File: src/rtl/simd_regfile_sb.sv
// Unified scalar/vector SIMD register file with per-lane write mask, sequenced
// post-reset clear and per-register busy scoreboard. Optional forwarding: RF_BYPASS_EN.
module simd_regfile_sb #(
   parameter int XLEN   = 32,
   parameter int LANES  = 4,
   parameter int ADDR_W = 5
) (
   input  logic                    clk,
   input  logic                    rst,
   output logic                    ready,
   input  logic [ADDR_W-1:0]       a1,
   input  logic [ADDR_W-1:0]       a2,
   output logic [LANES*XLEN-1:0]   rd1,
   output logic [LANES*XLEN-1:0]   rd2,
   input  logic                    we3,
   input  logic [ADDR_W-1:0]       a3,
   input  logic [LANES*XLEN-1:0]   wd3,
   input  logic [LANES-1:0]        wmask3,
   input  logic                    rsv_en,
   input  logic [ADDR_W-1:0]       rsv_addr,
   output logic                    busy1,
   output logic                    busy2
);
   localparam int DW    = LANES * XLEN;
   localparam int NVREG = 2 ** (ADDR_W - 2);
   localparam int NSREG = 3 * NVREG;
   localparam int VI_W  = ADDR_W - 2;
   localparam int NADDR = 2 ** ADDR_W;

   typedef enum logic [0:0] {ST_CLEAR = 1'b0, ST_RUN = 1'b1} state_t;

   state_t              state_q, state_d;
   logic [ADDR_W-1:0]   cnt_q, cnt_d;
   logic [NADDR-1:0]    busy_q, busy_d;
   logic [XLEN-1:0]     scalar_q [NSREG];
   logic [DW-1:0]       vector_q [NVREG];

   logic                ready_s, clr_s, wr_ok_s;
   logic                s_we_s, v_we_s;
   logic [ADDR_W-1:0]   s_idx_s;
   logic [VI_W-1:0]     v_idx_s;
   logic [XLEN-1:0]     s_wdata_s;
   logic [DW-1:0]       v_wdata_s;
   logic [LANES-1:0]    v_lane_en_s;
   logic [DW-1:0]       rd1_s, rd2_s;

   function automatic logic is_vec(input logic [ADDR_W-1:0] a);
      return a[ADDR_W-1 -: 2] == 2'b11;
   endfunction

   function automatic logic [DW-1:0] bcast(input logic [XLEN-1:0] v);
      logic [DW-1:0] r;
      for (int l = 0; l < LANES; l++) r[l*XLEN +: XLEN] = v;
      return r;
   endfunction

   function automatic logic [DW-1:0] stored_val(input logic [ADDR_W-1:0] a);
      if (a == {ADDR_W{1'b0}}) return {DW{1'b0}};
      else if (is_vec(a))      return vector_q[a[VI_W-1:0]];
      else                     return bcast(scalar_q[a]);
   endfunction

`ifdef RF_BYPASS_EN
   // Post-write view of a register while a write to it is in flight.
   function automatic logic [DW-1:0] merge_write(input logic [ADDR_W-1:0] a,
                                                 input logic [DW-1:0]     stored);
      logic [DW-1:0] v;
      v = stored;
      if (is_vec(a)) begin
         for (int l = 0; l < LANES; l++) begin
            if (wmask3[l]) v[l*XLEN +: XLEN] = wd3[l*XLEN +: XLEN];
            else           v[l*XLEN +: XLEN] = stored[l*XLEN +: XLEN];
         end
      end else if (wmask3[0]) begin
         v = bcast(wd3[XLEN-1:0]);
      end else begin
         v = stored;
      end
      return v;
   endfunction
`endif

   function automatic logic [DW-1:0] port_read(input logic [ADDR_W-1:0] a);
      logic [DW-1:0] v;
      v = stored_val(a);
`ifdef RF_BYPASS_EN
      if (we3 && ready_s && (a3 != {ADDR_W{1'b0}}) && (a3 == a)) v = merge_write(a, v);
      else                                                       v = stored_val(a);
`endif
      return v;
   endfunction

   assign ready_s = (state_q == ST_RUN);
   assign ready   = ready_s;
   assign rd1     = rd1_s;
   assign rd2     = rd2_s;
   assign busy1   = ready_s & busy_q[a1];
   assign busy2   = ready_s & busy_q[a2];

   // Clear sequencer next state: walk cnt over the scalar index space after reset.
   always_comb begin
      state_d = state_q;
      cnt_d   = cnt_q;
      clr_s   = 1'b0;
      if (rst) begin
         state_d = ST_CLEAR;
         cnt_d   = {ADDR_W{1'b0}};
      end else begin
         case (state_q)
            ST_CLEAR: begin
               clr_s = 1'b1;
               if (cnt_q == ADDR_W'(NSREG - 1)) begin
                  state_d = ST_RUN;
                  cnt_d   = {ADDR_W{1'b0}};
               end else begin
                  cnt_d = cnt_q + {{(ADDR_W-1){1'b0}}, 1'b1};
               end
            end
            ST_RUN:  state_d = ST_RUN;
            default: state_d = ST_CLEAR;
         endcase
      end
   end

   // Storage write port: clear sequencer has priority, otherwise the masked user write.
   always_comb begin
      wr_ok_s     = we3 && ready_s && !rst && (a3 != {ADDR_W{1'b0}});
      s_we_s      = 1'b0;
      s_idx_s     = cnt_q;
      s_wdata_s   = {XLEN{1'b0}};
      v_we_s      = 1'b0;
      v_idx_s     = cnt_q[VI_W-1:0];
      v_lane_en_s = {LANES{1'b0}};
      v_wdata_s   = {DW{1'b0}};
      if (clr_s) begin
         s_we_s      = 1'b1;
         v_we_s      = (cnt_q < ADDR_W'(NVREG));
         v_lane_en_s = {LANES{1'b1}};
      end else if (wr_ok_s) begin
         if (is_vec(a3)) begin
            v_we_s      = 1'b1;
            v_idx_s     = a3[VI_W-1:0];
            v_lane_en_s = wmask3;
            v_wdata_s   = wd3;
         end else begin
            s_we_s    = wmask3[0];
            s_idx_s   = a3;
            s_wdata_s = wd3[XLEN-1:0];
         end
      end else begin
         s_we_s = 1'b0;
      end
   end

   // Scoreboard next state: write clears, reserve sets afterwards so it wins.
   always_comb begin
      busy_d = busy_q;
      if (rst) begin
         busy_d = {NADDR{1'b0}};
      end else if (ready_s) begin
         if (we3)    busy_d[a3]       = 1'b0;
         else        busy_d           = busy_q;
         if (rsv_en) busy_d[rsv_addr] = 1'b1;
         else        busy_d[0]        = 1'b0;
      end else begin
         busy_d = busy_q;
      end
      busy_d[0] = 1'b0;
   end

   // Read ports, gated to zero until the clear sequence has finished.
   always_comb begin
      rd1_s = {DW{1'b0}};
      rd2_s = {DW{1'b0}};
      if (ready_s) begin
         rd1_s = port_read(a1);
         rd2_s = port_read(a2);
      end else begin
         rd1_s = {DW{1'b0}};
         rd2_s = {DW{1'b0}};
      end
   end

   // Control state registers.
   always_ff @(posedge clk) begin
      state_q <= state_d;
      cnt_q   <= cnt_d;
      busy_q  <= busy_d;
   end

   // Register storage, no reset so it can map onto RAM.
   always_ff @(posedge clk) begin
      if (s_we_s) scalar_q[s_idx_s] <= s_wdata_s;
      if (v_we_s) begin
         for (int l = 0; l < LANES; l++) begin
            if (v_lane_en_s[l]) vector_q[v_idx_s][l*XLEN +: XLEN] <= v_wdata_s[l*XLEN +: XLEN];
         end
      end
   end
endmodule

File: config.mk
export PLATFORM = sky130hd
export DESIGN_NAME = simd_regfile_sb
export DESIGN_NICKNAME = d
export VERILOG_FILES = /design/src/rtl/simd_regfile_sb.sv
export SDC_FILE = /design/constraint.sdc
export NUM_CORES = 2
export LEC_CHECK = 0
export ABC_CLOCK_PERIOD_IN_PS = 3680
export CAP_MARGIN = 20
export CORE_MARGIN = 2
export CORE_UTILIZATION = 50
export CTS_CLUSTER_DIAMETER = 120
export DETAILED_ROUTE_END_ITERATION = 7
export GPL_ROUTABILITY_DRIVEN = 0
export GPL_TIMING_DRIVEN = 0
export PLACE_DENSITY = 0.7
export SLEW_MARGIN = 0
export SYNTH_ARGS = -nofsm -noshare
export SYNTH_HDL_FRONTEND = slang
export SYNTH_SLANG_ARGS = --single-unit
export TNS_END_PERCENT = 1
File: constraint.sdc
create_clock -name clk -period 3.68 [get_ports clk]
set_input_delay 0.736 -clock clk [delete_from_list [all_inputs] [get_ports clk]]
set_output_delay 0.736 -clock clk [all_outputs]
set_load 0.02 [all_outputs]
==> results by group <==
Power and ir drop
  – VDD IR max: 0.000590 V
  – PwrDens: 431 nW/um^2
  – PnR Total Power: 46.8 mW
  – Static Leak: 40.6 nW

Setup path
  – R2R cell count: 6
  – CP required: 2.94 ns
  – Critical Path AT: 3.10 ns
  – CP Launch Type: flip-flop
  – Reg2reg setup slack: 0.28 ns
  – Worst reg2reg endpoint: scalar_q[20][28]
  – Worst R2R Start: ready
  – Critical path class: flip-flop to primary output
  – Setup crit end kind: primary output
  – Worst-path maximum fanout: 10

Die
  – I/O pin total: 415
  – Initial core utilization: 50.4%
  – Die height: 423 microns
  – Die W: 423 microns
  – Rows: 153
  – Core area: 174000 sq um
  – Full die area: 179000 sq um

Timing
  – Slew Limit Fails: 0
  – TNS Setup: -6.70 ns
  – Final hold violations: 0
  – Final worst path period share: 104%
  – Fin worst setup slack: -0.155 ns
  – Fmax: 261 MHz
  – Final min period: 3.84 ns
  – Relative slew slack: 24.9%
  – Worst hold margin: 0.446 ns
  – Final clock skew: 0.0222 ns
  – RSZ-0062 raised after global routing: true
  – # setup viols final: 127
  – Worst-Margin Slew: 1.13 ns

Clock tree
  – CTS max path bufs: 3
  – CTS buffer count: 190
  – CTS tree: built
  – CTS root buf: clkbuf_16
  – H-tree level count: 4
  – Worst skew pair latency: 0.85 ns
  – Clock slew at reported path FFs: 0.06 ns
  – Clock Sinks: 1829
  – Hold-fix buffers at CTS: 0

Job
  – Max-Cap Viols: 0

Final layout
  – Non-Filler Cell Area, Final: 109000 sq um
  – Fin nets: 6994
  – Most common cell after layout, fill and taps aside: edfxtp_1
  – Area Growth Syn to Fin: 23.5%
  – Most frequent cells in the layout: 1792 x edfxtp_1, 1189 x mux2i_1, 664 x o22ai_1
  – Share of layout cells above drive strength 1: 30.4%
  – Final std cells w/o fill: 9337

Global route
  – Global route hottest layer: met2
  – Largest net degree at the start of global routing: 29
  – Met1 usage: 43.4%
  – First-pass GRT wire length: 458 mm
  – Initial antenna violation count: 19
  – GR Util met3: 8.68%
  – Vias in the first global route: 61900
  – Met2 Resource Use GR: 55.6%
  – Total global routing overflow: 0
  – GR Util All Layers: 36.2%

Synthesis
  – Syn_area_per_cell: 14.6 sq um
  – Sequential fraction of the synthesis area: 62.0%
  – Yosys reg bits: 1829
  – Post-Synth Simple-Gate Area: 4.38%
  – Ys flop type: edfxtp_1
  – Synth warnings: 0
  – Synth Area in Compound Gates: 9.62%
  – Post-synth EDFFs: 1792
  – Syn nets: 6194
  – Post-synthesis xor/xnor area fraction: 0.00996%
  – Post-synthesis adder-cell area fraction: 0.0142%
  – Synth async-reset ratio: 0%
  – Synth Cell Area: 88000 sq um
  – Largest family of logic cells by synthesized area: multiplexers
  – Synth cell types: 59
  – Post-Synthesis Cells: 6037
  – Mux cell area share after synthesis: 21.3%

Min path
  – Hold Crit Depth: 4
  – Hold WC Path Type: input pin to flip-flop
  – Hold Path Sink: busy_q[23]
  – Hold Crit Start: a3[1]

Run status
  – Status: complete, but fails checks
  – Violated checks: DRC, setup timing

Routing
  – Vias per inst: 6.82
  – Routed WL: 334 mm
  – DRT antenna net count: 0
  – DR pass1 iterations: 8
  – Vias: 63700
  – Detailed Route Iter0 Violations: 10100
  – DRC: 3
  – WL/cell: 35.7 microns

Place
  – Dpl hpwl: 233 mm
  – Placed cell count: 8871
  – Port bufs: 406
  – DP Area: 97600 sq um
-- area by class of cell --
class,instances,area (sq um)
diodes,17,42.5
plain buffers,470,3720
clock buffers,229,4920
clock inverters,121,1090
fillers,12600,65800
inverters,5,21.3
multi-input cells,3728,34500
flip-flops and latches,1829,54600
well taps,2325,2910
repair buffers,613,6870
-- cell families after synthesis --
logic type | Yosys count
XOR/XNOR | 1
AO/OA/AOI/OAI | 1299
flip-flops | 1829
adder cells (fa/ha/maj) | 1
buffers and inverters | 480
multiplexers | 1657
AND/OR/NAND/NOR | 770
-- stage by stage --
| step | util (%) | setup slack (ns) |
|---|---|---|
| after detailed placement | 56.0 | -2.34 |
| after CTS | 62.0 | -0.197 |
| after floorplan | - | -0.0799 |
| after global routing | 62.3 | -0.138 |
| final | 62.3 | -0.155 |
| after global placement | 54.4 | -2.83 |
-- what timing repair did --
item                                    4_1_cts  5_1_grt
buffers inserted                             78       19
pin swaps                                    55       80
endpoints found under the setup margin      258      258
gates resized for setup                    1321      663
gates cloned                                  2        0
-- power breakdown --
group | total (mW) | internal (mW) | switching (mW)
registers | 23.0 | 22.9 | 0.125
clock network | 18.9 | 10.4 | 8.43
logic | 4.95 | 1.88 | 3.07
-- flip-flops by register name (all words and copies together) (netlist names) --
name,flops
cnt_q,5
scalar_q,768
vector_q,1024
ready,1
busy_q,31
-- per-layer routing --
| metal | vias up | share of wire [%] |
|---|---|---|
| met5 | - | 0.028 |
| met4 | 8 | 10 |
| met3 | 1101 | 12 |
| met2 | 4930 | 44 |
| met1 | 31800 | 33 |
| li1 | 25800 | - |
-- synthesized netlist by cell type, types with 12 or more instances --
| master | count | area, sq um |
|---|---|---|
| edfxtp_1 | 1792 | 53800 |
| mux2i_1 | 1189 | 11900 |
| o22ai_1 | 680 | 4250 |
| nor2_1 | 371 | 1390 |
| mux2_2 | 331 | 3730 |
| a21oi_1 | 300 | 1500 |
| buf_2 | 200 | 1000 |
| clkbuf_1 | 190 | 713 |
| and2_1 | 162 | 1010 |
| mux4_2 | 137 | 3090 |
| a22o_1 | 96 | 841 |
| nand2_1 | 54 | 203 |
| buf_4 | 45 | 338 |
| nor2b_1 | 42 | 263 |
| nor3_1 | 41 | 205 |
| dfxtp_1 | 37 | 741 |
| a211oi_1 | 35 | 263 |
| o21ai_0 | 34 | 170 |
| o31ai_1 | 33 | 248 |
| a21oi_2 | 32 | 280 |
| a22oi_1 | 32 | 240 |
| nor3_2 | 32 | 320 |
| a2111oi_2 | 30 | 450 |
| buf_1 | 20 | 75.1 |
| buf_6 | 20 | 225 |
| nand2b_1 | 12 | 75.1 |
-- critical path, cell delays in order, from the launching register on --
cell and delay, ns:
dfxtp_1 0.46, buf_4 0.22, buf_4 0.24, o41ai_4 0.15
buf_4 0.25, clkbuf_4 0.26, a21oi_1 0.29, clkdlybuf4s15_1 0.36
-- how the worst max path moves through the flow --
stage                                from          endpoint  slack, ns  cells past startpoint
after global routing      scalar_q[20][8]          rd2[104]      -0.14                      8
after detailed placement            a2[4]           rd2[57]      -2.34                      9
after global placement              a3[0]  scalar_q[23][27]      -2.83                      6
after CTS                           a1[0]           rd1[55]      -0.20                      9
final                               ready          rd1[122]      -0.16                      7
after floorplan                     a3[1]    scalar_q[0][0]      -0.08                      6
No activity file was read; power rests on OpenSTA's default activity.
